File: src/rtl/ai_move_scanner_if.sv
// Handshake/bus bundle between the game-control FSM (master) and the
// tic-tac-toe move scanner (slave). Suffixes are from the scanner's view:
// _i is driven by the master, _o is driven by the scanner.
interface ai_move_scanner_if #(
  parameter int N = 3
);
  localparam int CELLS = N * N;
  localparam int IDX_W = $clog2(CELLS);

  logic                 start_i;
  logic                 abort_i;
  logic [2*CELLS-1:0]   board_i;
  logic                 busy_o;
  logic                 done_o;
  logic [IDX_W-1:0]     move_o;
  logic [3:0]           move_score_o;
  logic                 no_move_o;
  logic                 bad_board_o;

  // Game-control side: issues requests, consumes results.
  modport master (
    output start_i, abort_i, board_i,
    input  busy_o, done_o, move_o, move_score_o, no_move_o, bad_board_o
  );

  // Scanner side: consumes requests, produces results.
  modport slave (
    input  start_i, abort_i, board_i,
    output busy_o, done_o, move_o, move_score_o, no_move_o, bad_board_o
  );
endinterface

File: src/rtl/ai_move_scanner.sv
// ai_move_scanner: NxN tic-tac-toe move selector.
// On start the board is snapshotted and scanned one cell per clock. Each empty
// cell is scored (win 15 / block 12 / center 4 / corner 3 / other 1) and the
// best (strictly highest, lowest index on ties) is reported with a done pulse.
// Optional feature macro: AI_BLOCK_EN -- when defined, the score-12 "block the
// player's line" class is built; when undefined that logic is absent.
// Scoring is split into two register stages (candidate score, then fold into
// best) so the line-check logic and the compare/update do not share one path.
// This is why a scan takes CELLS+1 cycles in SCAN before DONE.
module ai_move_scanner #(
  parameter int         N           = 3,
  parameter logic [1:0] AI_CODE     = 2'b10,
  parameter logic [1:0] PLAYER_CODE = 2'b01
) (
  input  logic               clk,
  input  logic               rst,
  ai_move_scanner_if.slave   bus
);

  localparam int CELLS  = N * N;
  localparam int IDX_W  = $clog2(CELLS);
  localparam int K_W    = $clog2(CELLS + 1);  // k must reach CELLS (pipeline drain)
  localparam int RC_W   = $clog2(N);
  localparam int CTR_LO = (N - 1) / 2;
  localparam int CTR_HI = N / 2;

  localparam logic [1:0] EMPTY_CODE   = 2'b00;
  localparam logic [1:0] ILLEGAL_CODE = 2'b11;

  localparam logic [3:0] SCORE_WIN    = 4'd15;
  localparam logic [3:0] SCORE_BLOCK  = 4'd12;
  localparam logic [3:0] SCORE_CENTER = 4'd4;
  localparam logic [3:0] SCORE_CORNER = 4'd3;
  localparam logic [3:0] SCORE_OTHER  = 4'd1;

  typedef enum logic [1:0] {
    S_IDLE,
    S_SCAN,
    S_DONE
  } state_t;

  state_t              state_q;
  logic [2*CELLS-1:0]  snap_q;
  logic [K_W-1:0]      k_q;
  logic [RC_W-1:0]     row_q;
  logic [RC_W-1:0]     col_q;

  // Stage 1: score of the cell examined last cycle.
  logic                cand_valid_q;
  logic [3:0]          cand_score_q;
  logic [IDX_W-1:0]    cand_idx_q;

  // Stage 2: running best.
  logic [3:0]          best_score_q;
  logic [IDX_W-1:0]    best_idx_q;
  logic                bad_q;

  // Registered outputs.
  logic                busy_q;
  logic                done_q;
  logic [IDX_W-1:0]    move_q;
  logic [3:0]          move_score_q;
  logic                no_move_q;
  logic                bad_board_q;

  // Combinational scoring / fold results.
  logic [1:0]          cell_code;
  logic                cell_empty;
  logic                cell_bad;
  logic                win_hit;
  logic                block_hit;
  logic                is_center;
  logic                is_corner;
  logic [3:0]          cell_score;
  logic [3:0]          best_score_d;
  logic [IDX_W-1:0]    best_idx_d;
  logic                k_in_range;
  logic                last_col;
  logic                last_row;

  // True if placing `code` at (r,c) completes the row, column or a full-length
  // diagonal through (r,c), with every other cell of that line holding `code`.
  function automatic logic line_complete(
    input logic [2*CELLS-1:0] s,
    input logic [1:0]         code,
    input int                 r,
    input int                 c
  );
    logic row_ok;
    logic col_ok;
    logic dg_ok;
    logic ad_ok;
    row_ok = 1'b1;
    col_ok = 1'b1;
    dg_ok  = (r == c);
    ad_ok  = (r + c == N - 1);
    for (int j = 0; j < N; j++) begin
      if (j != c && s[2*(r*N + j) +: 2] != code) row_ok = 1'b0;
      if (j != r && s[2*(j*N + c) +: 2] != code) col_ok = 1'b0;
      if (j != r && s[2*(j*N + j) +: 2] != code) dg_ok = 1'b0;
      if (j != r && s[2*(j*N + (N - 1 - j)) +: 2] != code) ad_ok = 1'b0;
    end
    return row_ok | col_ok | dg_ok | ad_ok;
  endfunction

  // Score the cell at (row_q, col_q) against the snapshot with that cell as candidate.
  always_comb begin
    k_in_range = (int'(k_q) < CELLS);
    cell_code  = snap_q[2*(int'(row_q)*N + int'(col_q)) +: 2];
    cell_empty = (cell_code == EMPTY_CODE);
    cell_bad   = (cell_code == ILLEGAL_CODE);
    win_hit    = line_complete(snap_q, AI_CODE, int'(row_q), int'(col_q));
`ifdef AI_BLOCK_EN
    block_hit  = line_complete(snap_q, PLAYER_CODE, int'(row_q), int'(col_q));
`else
    block_hit  = 1'b0;
`endif
    is_center  = (int'(row_q) == CTR_LO || int'(row_q) == CTR_HI) &&
                 (int'(col_q) == CTR_LO || int'(col_q) == CTR_HI);
    is_corner  = (int'(row_q) == 0 || int'(row_q) == N - 1) &&
                 (int'(col_q) == 0 || int'(col_q) == N - 1);
    if (win_hit)         cell_score = SCORE_WIN;
    else if (block_hit)  cell_score = SCORE_BLOCK;
    else if (is_center)  cell_score = SCORE_CENTER;
    else if (is_corner)  cell_score = SCORE_CORNER;
    else                 cell_score = SCORE_OTHER;
    last_col   = (int'(col_q) == N - 1);
    last_row   = (int'(row_q) == N - 1);
  end

  // Fold the pending candidate into the best; strict > keeps the lowest index on ties.
  always_comb begin
    best_score_d = best_score_q;
    best_idx_d   = best_idx_q;
    if (cand_valid_q && (cand_score_q > best_score_q)) begin
      best_score_d = cand_score_q;
      best_idx_d   = cand_idx_q;
    end
  end

  // Scan FSM with all state, datapath and outputs registered.
  always_ff @(posedge clk or negedge rst) begin
    if (!rst) begin
      state_q      <= S_IDLE;
      snap_q       <= '0;
      k_q          <= '0;
      row_q        <= '0;
      col_q        <= '0;
      cand_valid_q <= 1'b0;
      cand_score_q <= '0;
      cand_idx_q   <= '0;
      best_score_q <= '0;
      best_idx_q   <= '0;
      bad_q        <= 1'b0;
      busy_q       <= 1'b0;
      done_q       <= 1'b0;
      move_q       <= '0;
      move_score_q <= '0;
      no_move_q    <= 1'b0;
      bad_board_q  <= 1'b0;
    end else begin
      case (state_q)
        S_IDLE: begin
          done_q <= 1'b0;
          busy_q <= 1'b0;
          // start wins over a simultaneous abort here.
          if (bus.start_i) begin
            snap_q       <= bus.board_i;
            k_q          <= '0;
            row_q        <= '0;
            col_q        <= '0;
            cand_valid_q <= 1'b0;
            best_score_q <= '0;
            best_idx_q   <= '0;
            bad_q        <= 1'b0;
            busy_q       <= 1'b1;
            state_q      <= S_SCAN;
          end
        end

        S_SCAN: begin
          if (bus.abort_i) begin
            // Cancel silently; the previous result registers stay as they were.
            cand_valid_q <= 1'b0;
            busy_q       <= 1'b0;
            state_q      <= S_IDLE;
          end else begin
            best_score_q <= best_score_d;
            best_idx_q   <= best_idx_d;
            if (k_in_range) begin
              cand_valid_q <= cell_empty;
              cand_score_q <= cell_score;
              cand_idx_q   <= IDX_W'(k_q);
              if (cell_bad) bad_q <= 1'b1;
              k_q <= k_q + K_W'(1);
              // The position stays on the last row after the final cell so
              // the line check never indexes outside the board.
              if (last_col) begin
                col_q <= '0;
                if (!last_row) row_q <= row_q + RC_W'(1);
              end else begin
                col_q <= col_q + RC_W'(1);
              end
            end else begin
              // Pipeline drained: publish the result.
              cand_valid_q <= 1'b0;
              done_q       <= 1'b1;
              move_q       <= bad_q ? '0 : best_idx_d;
              move_score_q <= bad_q ? '0 : best_score_d;
              no_move_q    <= (best_score_d == 4'd0);
              bad_board_q  <= bad_q;
              state_q      <= S_DONE;
            end
          end
        end

        S_DONE: begin
          // Single done cycle; abort and start are not acted on here.
          done_q  <= 1'b0;
          busy_q  <= 1'b0;
          state_q <= S_IDLE;
        end

        default: begin
          state_q <= S_IDLE;
        end
      endcase
    end
  end

  assign bus.busy_o       = busy_q;
  assign bus.done_o       = done_q;
  assign bus.move_o       = move_q;
  assign bus.move_score_o = move_score_q;
  assign bus.no_move_o    = no_move_q;
  assign bus.bad_board_o  = bad_board_q;

endmodule

File: src/flat_wrapper.sv
// flat-port wrapper written by rule: the top's interface ports become plain ports
module ai_move_scanner_flat 
#(
  parameter int         N           = 3,
  parameter logic [1:0] AI_CODE     = 2'b10,
  parameter logic [1:0] PLAYER_CODE = 2'b01
)
  (clk, rst, bus_start_i, bus_abort_i, bus_board_i, bus_busy_o, bus_done_o, bus_move_o, bus_move_score_o, bus_no_move_o, bus_bad_board_o);
  ai_move_scanner_if #(.N(N)) bus_i ();
  input  logic clk;
  input  logic rst;
  input wire logic [$bits(bus_i.start_i)-1:0] bus_start_i;
  input wire logic [$bits(bus_i.abort_i)-1:0] bus_abort_i;
  input wire logic [$bits(bus_i.board_i)-1:0] bus_board_i;
  output wire logic [$bits(bus_i.busy_o)-1:0] bus_busy_o;
  output wire logic [$bits(bus_i.done_o)-1:0] bus_done_o;
  output wire logic [$bits(bus_i.move_o)-1:0] bus_move_o;
  output wire logic [$bits(bus_i.move_score_o)-1:0] bus_move_score_o;
  output wire logic [$bits(bus_i.no_move_o)-1:0] bus_no_move_o;
  output wire logic [$bits(bus_i.bad_board_o)-1:0] bus_bad_board_o;
  assign bus_i.start_i = bus_start_i;
  assign bus_i.abort_i = bus_abort_i;
  assign bus_i.board_i = bus_board_i;
  assign bus_busy_o = bus_i.busy_o;
  assign bus_done_o = bus_i.done_o;
  assign bus_move_o = bus_i.move_o;
  assign bus_move_score_o = bus_i.move_score_o;
  assign bus_no_move_o = bus_i.no_move_o;
  assign bus_bad_board_o = bus_i.bad_board_o;
  ai_move_scanner #(.N(N), .AI_CODE(AI_CODE), .PLAYER_CODE(PLAYER_CODE)) u_core (.clk(clk), .rst(rst), .bus(bus_i));
endmodule
File: config.mk
export PLATFORM = sky130hd
export DESIGN_NAME = ai_move_scanner_flat
export DESIGN_NICKNAME = d
export VERILOG_FILES = /design/src/rtl/ai_move_scanner_if.sv /design/src/rtl/ai_move_scanner.sv /design/src/flat_wrapper.sv
export SDC_FILE = /design/constraint.sdc
export NUM_CORES = 1
export LEC_CHECK = 0
export ABC_AREA = 1
export BUFFER_PORTS_ARGS = -buffer_cell sky130_fd_sc_hd__buf_2
export CELL_PAD_IN_SITES_DETAIL_PLACEMENT = 0
export CELL_PAD_IN_SITES_GLOBAL_PLACEMENT = 1
export CORE_MARGIN = 4
export CORE_UTILIZATION = 25
export CTS_BUF_LIST = sky130_fd_sc_hd__clkbuf_4
export DETAILED_ROUTE_END_ITERATION = 12
export PLACE_DENSITY_LB_ADDON = 0.1
export SYNTH_ARGS = -nofsm -noshare
export SYNTH_HDL_FRONTEND = slang
export SYNTH_SLANG_ARGS = --single-unit
File: constraint.sdc
create_clock -name clk -period 5.6 [get_ports clk]
set_clock_uncertainty 0.05 [all_clocks]
set_input_delay 1.12 -clock clk [delete_from_list [all_inputs] [get_ports clk]]
set_output_delay 1.12 -clock clk [all_outputs]
set_load 0.005 [all_outputs]
==> results.md, run 1 <==
- Clock slew at reported path FFs: 0.11 ns
- Mapped Avg Cell Area: between 7 and 8 um^2
- Worst Hold Path Cells: 2
- Wire per inst: 15.2 um
- H-tree Lvls: 3
- Unrepaired setup endpoints after global routing: no
- Syn_nets: between 400 and 500
- Synth top area share: 42.4%
- Core area: between 0.01 and 0.015 mm^2
- # DRC: 0
- Synthesized area: about 0.0034 mm^2
- Final instance area: about 0.0039 mm^2
- Area leader, netlist: dfrtp_1
- CTS tree: built
- Clock power share: 16.5%
- Busiest grt layer: met2
- Pwr Density: about 500 mW/mm^2
- Post_cts resized: 0
- Antenna Nets Post-Route: 0
- Pwr Total: 1910 uW
- CP arrival: roughly 3.4 ns
- Vias: between 2k and 3k
- Post-DP Area: 0.00375 mm^2
- Distinct cell type count after synthesis: 33
- Port Buffers: 33
- Status: completed
- Pin count of the biggest net entering global routing: roughly 60
- Setup Fix Bufs, Post-CTS: 0
- TNS Setup: 0 ns
- Routability cong.: between 0.8 and 0.9
- Vias in the first global route: around 3.0k
- Count of boundary I/O pins: 34
- Required @ worst endpoint: 5.90 ns
- Area Overhead vs Synth: 13.7%
- Sw frac: between 40% and 50%
- GRT Resource Usage Total: 13.4%
- Hold EP: u_core.bus.move_score_o[2]$_DFFE_PN0P_
- Internal reg-to-reg setup slack: 2.51 ns
- First-pass GRT wire length: roughly 16 mm
- Worst r2r dst: u_core.bad_q$_DFFE_PN0P_
- Num rows: 42
- Hold path start: u_core.bus.move_score_o[2]$_DFFE_PN0P_
- Critical path capture point type: flip-flop
- Crit share post-route: a little under three fifths
- Max IR drop VDD: 0.000185 V
- DIE HEIGHT: roughly 120 um
- Max-cap check violation count: 0
- M2 GR Usage: roughly 22%
- Die ar.: 0.0156 mm^2
- Reg2Reg Launch Point: u_core.row_q[0]$_DFFE_PN0P_
- Setup Viol. Count Final: 0
- Grt total ovfl: 0
- Initial antenna violation count: 1
- Met1 Track Usage GR: roughly 17%
- Initial core utilization: roughly a quarter
- Synth Register Bits: between 50 and 60
- Fraction of layout cells with a size suffix above 1: between 15 and 20%
- DR vias/cell: about 4.5
- Clock Path Buffers: 2
- Final hold violations: 0
- Worst slew margin: 30.1%
- Starting DRT DRC Count: ~130
- CP max FO: 12
- Drt total wl: 9.93 mm
- Comb power frac: approximately 47%
- Final Max Tran Viols: 0
- Clock sink total: 58
- Final Util: roughly 29%
- Nets: 513
- Leak pwr: approximately 0.002 uW
- Met3 usage: 4.09%
- Fillers: around 1.5k
- Least-Margin Pin Slew: ~1.0 ns
- Int Pwr: ~1000 uW
- Synth top area cells: dfrtp_1 (42%), nand2_1 (12%), ha_1 (6.6%)
- Die X: 125 um
- Startpoint Class: flip-flop
- TritonCTS buffer count: 9
- Synth Warn #: 0
- P_sw: about 900 uW
- Final min period: slightly above 3 ns
- Register area share after synthesis: around 42%
- Achievable Freq: 324 MHz
- Drt pass-1 iters: 4
- Clk Latency, worst-skew pair: ~0.45 ns
- Worst r2r path cells: 15
- CTS Hold Bufs: 0
- Dpl hpwl: 7.48 mm
- Critical path class: reg2reg
- CTS root buffer: clkbuf_4
- Min-delay worst type: reg2reg
- Sequential share of power: a little under two fifths
- Crit path launch: u_core.row_q[0]$_DFFE_PN0P_
- Syn Inst Count: roughly 440
[state kept, by name, summed over array words and instances, names as in the netlist]
signal and count:
u_core.snap_q 18, u_core.best_idx_q 4, u_core.best_score_q 4, u_core.bus.move_o 4, u_core.bus.move_score_o 4, u_core.cand_idx_q 4
u_core.cand_score_q 4, u_core.k_q 4, u_core.col_q 2, u_core.row_q 2, u_core.state_q 2, u_core.bad_q 1
u_core.bus.bad_board_o 1, u_core.bus.busy_o 1, u_core.bus.done_o 1, u_core.bus.no_move_o 1, u_core.cand_valid_q 1
[through the flow]
step / cells / hold WS (ns) / setup slack, ns
after floorplan: 436 / 0.398 / 3.05
after global placement: 636 / 0.417 / 2.25
after detailed placement: 636 / 0.428 / 2.21
after CTS: 652 / 0.458 / 2.51
after global routing: 655 / 0.472 / 2.21
final: 655 / 0.450 / 2.51
[cell usage after synthesis]
library cell / number
xor2_1: 1
nand4_1: 5
inv_2: 11
nor3b_1: 1
o21ai_1: 4
buf_6: 2
nor2_1: 29
o21a_1: 2
inv_1: 49
fa_1: 2
or2_2: 2
a21boi_0: 1
o21ai_0: 39
a21oi_2: 2
nand2_1: 107
dfrtp_1: 58
o22ai_1: 11
a21oi_1: 26
nor3_1: 3
buf_2: 3
o31ai_1: 1
nor2_4: 3
nand3_2: 1
nand3_1: 34
nand2_2: 3
ha_1: 18
o41ai_1: 1
clkbuf_1: 1
nor2_2: 2
mux2_2: 9
buf_4: 3
o32ai_1: 1
clkbuf_2: 1
[cells by family after synthesis]
group / after synthesis / share of synthesized area [%]
xor gates and xnor gates: 1 / 0.256
muxes: 9 / 2.96
AOI/OAI and AO/OA: 88 / 14.0
adders and majority gates: 20 / 7.75
buffers and inverters: 70 / 8.59
DFF: 58 / 42.4
and+or+nand+nor: 190 / 24.0
[routing by layer]
layer  wire (um)  share of wire (%)
met3         433                4.4
met4         152                1.5
met5           0                  0
met1        4450                 45
met2        4900                 49
[critical path: stages (launching register included)]
cell     delay [ns]
dfrtp_1        0.63
inv_2          0.20
ha_1           0.44
inv_2          0.13
fa_1           0.67
inv_1          0.13
a21oi_1        0.13
o21ai_0        0.09
nand3_1        0.10
nand2_1        0.05
nor2_1         0.12
nor2_2         0.06
nand3_1        0.07
nand2_1        0.05
nand2_1        0.05
inv_1          0.04
[power groups by stage]
stage | clock [uW] | combinational [uW] | sequential, uW
global route | 356 | 1030 | 727
global placement | 0 | 907 | 718
finish | 315 | 890 | 705
floorplan | 0 | 677 | 659
detailed placement | 0 | 897 | 717
CTS | 333 | 902 | 708
[layout by cell type, fill, tap and decap left out, types with 9 or more instances in the layout]
master and count:
nor2_1 29, clkbuf_4 9, dfrtp_1 58, buf_2 33
o22ai_1 11, nand3_1 34, ha_1 18, nand2_1 107
inv_2 11, mux2_2 9, o21ai_0 39, inv_1 49
a21oi_1 26
[final cells by class]
type / count / area [um^2] / area share [%]
Antenna cell: 3 / 7.51 / 0.193
Tap cell: 176 / 220 / 5.66
Clock inverter: 7 / 70.1 / 1.80
Inverter: 60 / 225 / 5.79
Timing Repair Buffer: 34 / 173 / 4.44
Sequential cell: 58 / 1450 / 37.3
Multi-Input combinational cell: 308 / 1680 / 43.1
Clock buffer: 9 / 67.6 / 1.74
[worst max path at each step]
stage,to,depth (start not counted)
finish,u_core.bad_q$_DFFE_PN0P_,15
global placement,u_core.bad_q$_DFFE_PN0P_,10
global route,u_core.cand_valid_q$_DFFE_PN0P_,14
CTS,u_core.bad_q$_DFFE_PN0P_,15
detailed placement,u_core.bad_q$_DFFE_PN0P_,10
floorplan,u_core.bad_q$_DFFE_PN0P_,16
Note: power is estimated with default switching activity, not from simulation.
==> run 2: changes to the inputs <==
- ABC_AREA: 1 -> 0
- clock period: 5.6 -> 2.95 ns (I/O delays scaled with it)
==> results.md, run 2 <==
- Setup Fix Bufs, Post-CTS: 0 (unchanged)
- Synth Register Bits: 58 (unchanged)
- Setup Viol. Count Final: 0 (unchanged)
- Core area: 0.0133 mm^2 (unchanged)
- Post_cts resized: 0 (unchanged)
- TritonCTS buffer count: 9 (unchanged)
- CP peak stage delay: 0.64 ns (was 0.67 ns)
- Synth top area cells: dfrtp_1 (42%), mux2_2 (8.2%), ha_1 (6.6%) (was dfrtp_1 (42%), nand2_1 (12%), ha_1 (6.6%))
- Num rows: 42 (unchanged)
- Starting DRT DRC Count: 118 (was 134)
- Max IR drop VDD: 0.000547 V (was 0.000185 V)
- Distinct cell type count after synthesis: 63 (was 33)
- Wire per inst: 16.8 um (was 15.2 um)
- Fraction of layout cells with a size suffix above 1: 28.6% (was 17.2%)
- Routability cong.: 0.780 (was 0.803)
- Area taken by flip-flops and latches: 0.00145 mm^2 (about the same)
- CTS tree: built (unchanged)
- Least-Margin Pin Slew: 0.738 ns (was 1.05 ns)
- GRT Resource Usage Total: 12.6% (was 13.4%)
- H-tree Lvls: 3 (unchanged)
- Initial core utilization: 25.7% (was 25.6%)
- Area of the multi-input gates: 0.00183 mm^2 (was 0.00168 mm^2)
- Clock slew at reported path FFs: 0.10 ns (was 0.11 ns)
- Vias: 2532 (was 2977)
- Worst path slowest cell: fa_2 (was fa_1)
- Worst slew margin: 50.7% (was 30.1%)
- Leak pwr: 0.00175 uW (was 0.00196 uW)
- Nets: 403 (was 513)
- Final Max Tran Viols: 0 (unchanged)
- CTS root buffer: clkbuf_4 (unchanged)
- DIE HEIGHT: 125 um (about the same)
- # DRC: 0 (unchanged)
- Min Hold Slack: 0.0829 ns (was 0.450 ns)
- WP buf/inv: 2 (was 4)
- Grt total ovfl: 0 (unchanged)
- Clock sink total: 58 (unchanged)
- Die X: 125 um (about the same)
- Crit share post-route: 93.6% (was 55.1%)
- Fillers: 1427 (was 1519)
- Status: completed (unchanged)
- Synth top area share: 42.3% (was 42.4%)
- Startpoint Class: flip-flop (unchanged)
- Initial antenna violation count: 0 (was 1)
- Worst-path cell chain: inv_2 -> ha_4 -> inv_1 -> fa_2 -> mux4_2 -> mux2i_1 -> nand3_1 -> o211ai_1 -> nor3b_1 -> o22a_1 (was inv_2 -> ha_1 -> inv_2 -> fa_1 -> inv_1 -> a21oi_1 -> o21ai_0 -> nand3_1 -> nand2_1 -> nor2_1 -> nor2_2 -> nand3_1 -> nand2_1 -> nand2_1 -> inv_1)
- Die ar.: 0.0157 mm^2 (was 0.0156 mm^2)
- Post-synth EDFFs: 0 (unchanged)
- Antenna Nets Post-Route: 0 (unchanged)
- Dpl hpwl: 6.89 mm (was 7.48 mm)
- Port Buffers: 33 (unchanged)
- Area Overhead vs Synth: 16.1% (was 13.7%)
- Delay-heaviest family, CP: adder cells (unchanged)
- Count of boundary I/O pins: 34 (unchanged)
- First-pass GRT wire length: 15.4 mm (was 16.5 mm)
- Synth Warn #: 0 (unchanged)
- Largest Register: u_core.snap_q (unchanged)
- Area leader, netlist: dfrtp_1 (unchanged)
- Critical path class: reg2reg (unchanged)
- Mapped Avg Cell Area: 10.9 um^2 (was 7.85 um^2)
- Final min period: 2.76 ns (was 3.09 ns)
- Final hold violations: 0 (unchanged)
- Async SR Flop Fraction: 100% (unchanged)
- Most frequent cell after synthesis: dfrtp_1 (was nand2_1)
- Achievable Freq: 362 MHz (was 324 MHz)
- TNS Setup: 0 ns (unchanged)
- N_diodes: 0 (was 3)
- Unrepaired setup endpoints after global routing: no (unchanged)
- Top FF cell, synth: dfrtp_1 (unchanged)
- Most frequent cells in the layout: dfrtp_1 (57), buf_2 (33), mux2_2 (25), nand2_1 (21), o21ai_0 (19) (was nand2_1 (107), dfrtp_1 (58), inv_1 (49), o21ai_0 (39), nand3_1 (34))
- CP arrival: 3.04 ns (was 3.38 ns)
- Drt total wl: 9.05 mm (was 9.93 mm)
- Register area share after synthesis: 42.3% (was 42.4%)
- Clock Path Buffers: 2 (unchanged)
- Synthesized area: 0.00343 mm^2 (was 0.00342 mm^2)
- Clk Latency, worst-skew pair: 0.43 ns (was 0.45 ns)
- Syn Inst Count: 316 (was 436)
- Critical path capture point type: flip-flop (unchanged)
- CTS Hold Bufs: 0 (unchanged)
- Vias in the first global route: 2773 (was 3030)
- Pin count of the biggest net entering global routing: 24 (was 59)
- Required @ worst endpoint: 3.23 ns (was 5.90 ns)
- DR vias/cell: 4.69 (was 4.55)
- Drt pass-1 iters: 4 (unchanged)
- Max reg flops: 18 (unchanged)
- Min-delay worst type: in2async (was reg2reg)
- Commonest non-fill, non-tap cell in the layout: dfrtp_1 (was nand2_1)
- Max-cap check violation count: 0 (unchanged)
- CP max FO: 6 (was 12)
- Pwr Density: 1040 mW/mm^2 (was 491 mW/mm^2)
- Synth cell count leaders: dfrtp_1 (58), mux2_2 (25), nand2_1 (21), inv_1 (19), o21ai_0 (19) (was nand2_1 (107), dfrtp_1 (58), inv_1 (49), o21ai_0 (39), nand3_1 (34))
- Syn_nets: 358 (was 478)
run 2: per-stage QoR:
stage / instance area (um^2) / util (%) / setup WS, ns / std cells / power (uW)
after floorplan: 3450 / - / 0.0370 / 316 / 2950
after global placement: 3850 / 28.8 / 0.198 / 526 / 3550
after detailed placement: 3850 / 28.8 / 0.159 / 526 / 3550
after CTS: 3990 / 29.9 / 0.124 / 540 / 4220
after global routing: 3990 / 29.9 / 0.0234 / 540 / 4540
final: 3990 / 29.9 / 0.189 / 540 / 4150
run 2: cells by family after synthesis:
family | share of synthesized area (%)
simple gates | 14.3
buf+inv | 4.96
xor+xnor | 1.02
fa+ha+maj | 7.73
flops | 42.3
compound gates | 15.1
mux | 14.6
run 2: power by group:
part / switching [uW] / internal [uW]
combinational: 1110 / 1070
sequential: 281 / 1050
clock: 307 / 326
run 2: cell type report:
cell class / count / area share [%]
Multi-Input combinational cell: 225 / 45.8
Tap cell: 176 / 5.52
Sequential cell: 58 / 36.4
Inverter: 19 / 1.79
Clock buffer: 9 / 1.69
Clock inverter: 5 / 1.79
Timing Repair Buffer: 48 / 6.97
run 2: final timing paths:
path                                               endpoint  cells past startpoint  slack [ns]                        startpoint
max                                u_core.bad_q$_DFFE_PN0P_                     10        0.19       u_core.row_q[0]$_DFFE_PN0P_
min in group clk              u_core.snap_q[13]$_DFFE_PN0P_                      2        0.34                   bus_board_i[13]
min                        u_core.bus.move_o[2]$_DFFE_PN0P_                      1        0.08                               rst
max in group asynchronous     u_core.snap_q[11]$_DFFE_PN0P_                      2        2.02                               rst
max reg2reg                        u_core.bad_q$_DFFE_PN0P_                     10        0.19       u_core.row_q[0]$_DFFE_PN0P_
min reg2reg                u_core.bus.move_o[2]$_DFFE_PN0P_                      2        0.43  u_core.bus.move_o[2]$_DFFE_PN0P_
run 2: per-layer routing:
metal | track usage (%) | routed length [um]
met5 | 0 | 0
met1 | 16.4 | 4420
met4 | 4.53 | 151
met2 | 19.8 | 4140
met3 | 3.71 | 340
run 2: worst reg2reg max path, cell delays in order, from the launching register on:
cell and delay [ns]:
dfrtp_2 0.42, inv_2 0.09, ha_4 0.27, inv_1 0.06
fa_2 0.64, mux4_2 0.52, mux2i_1 0.15, nand3_1 0.09
o211ai_1 0.12, nor3b_1 0.08, o22a_1 0.17
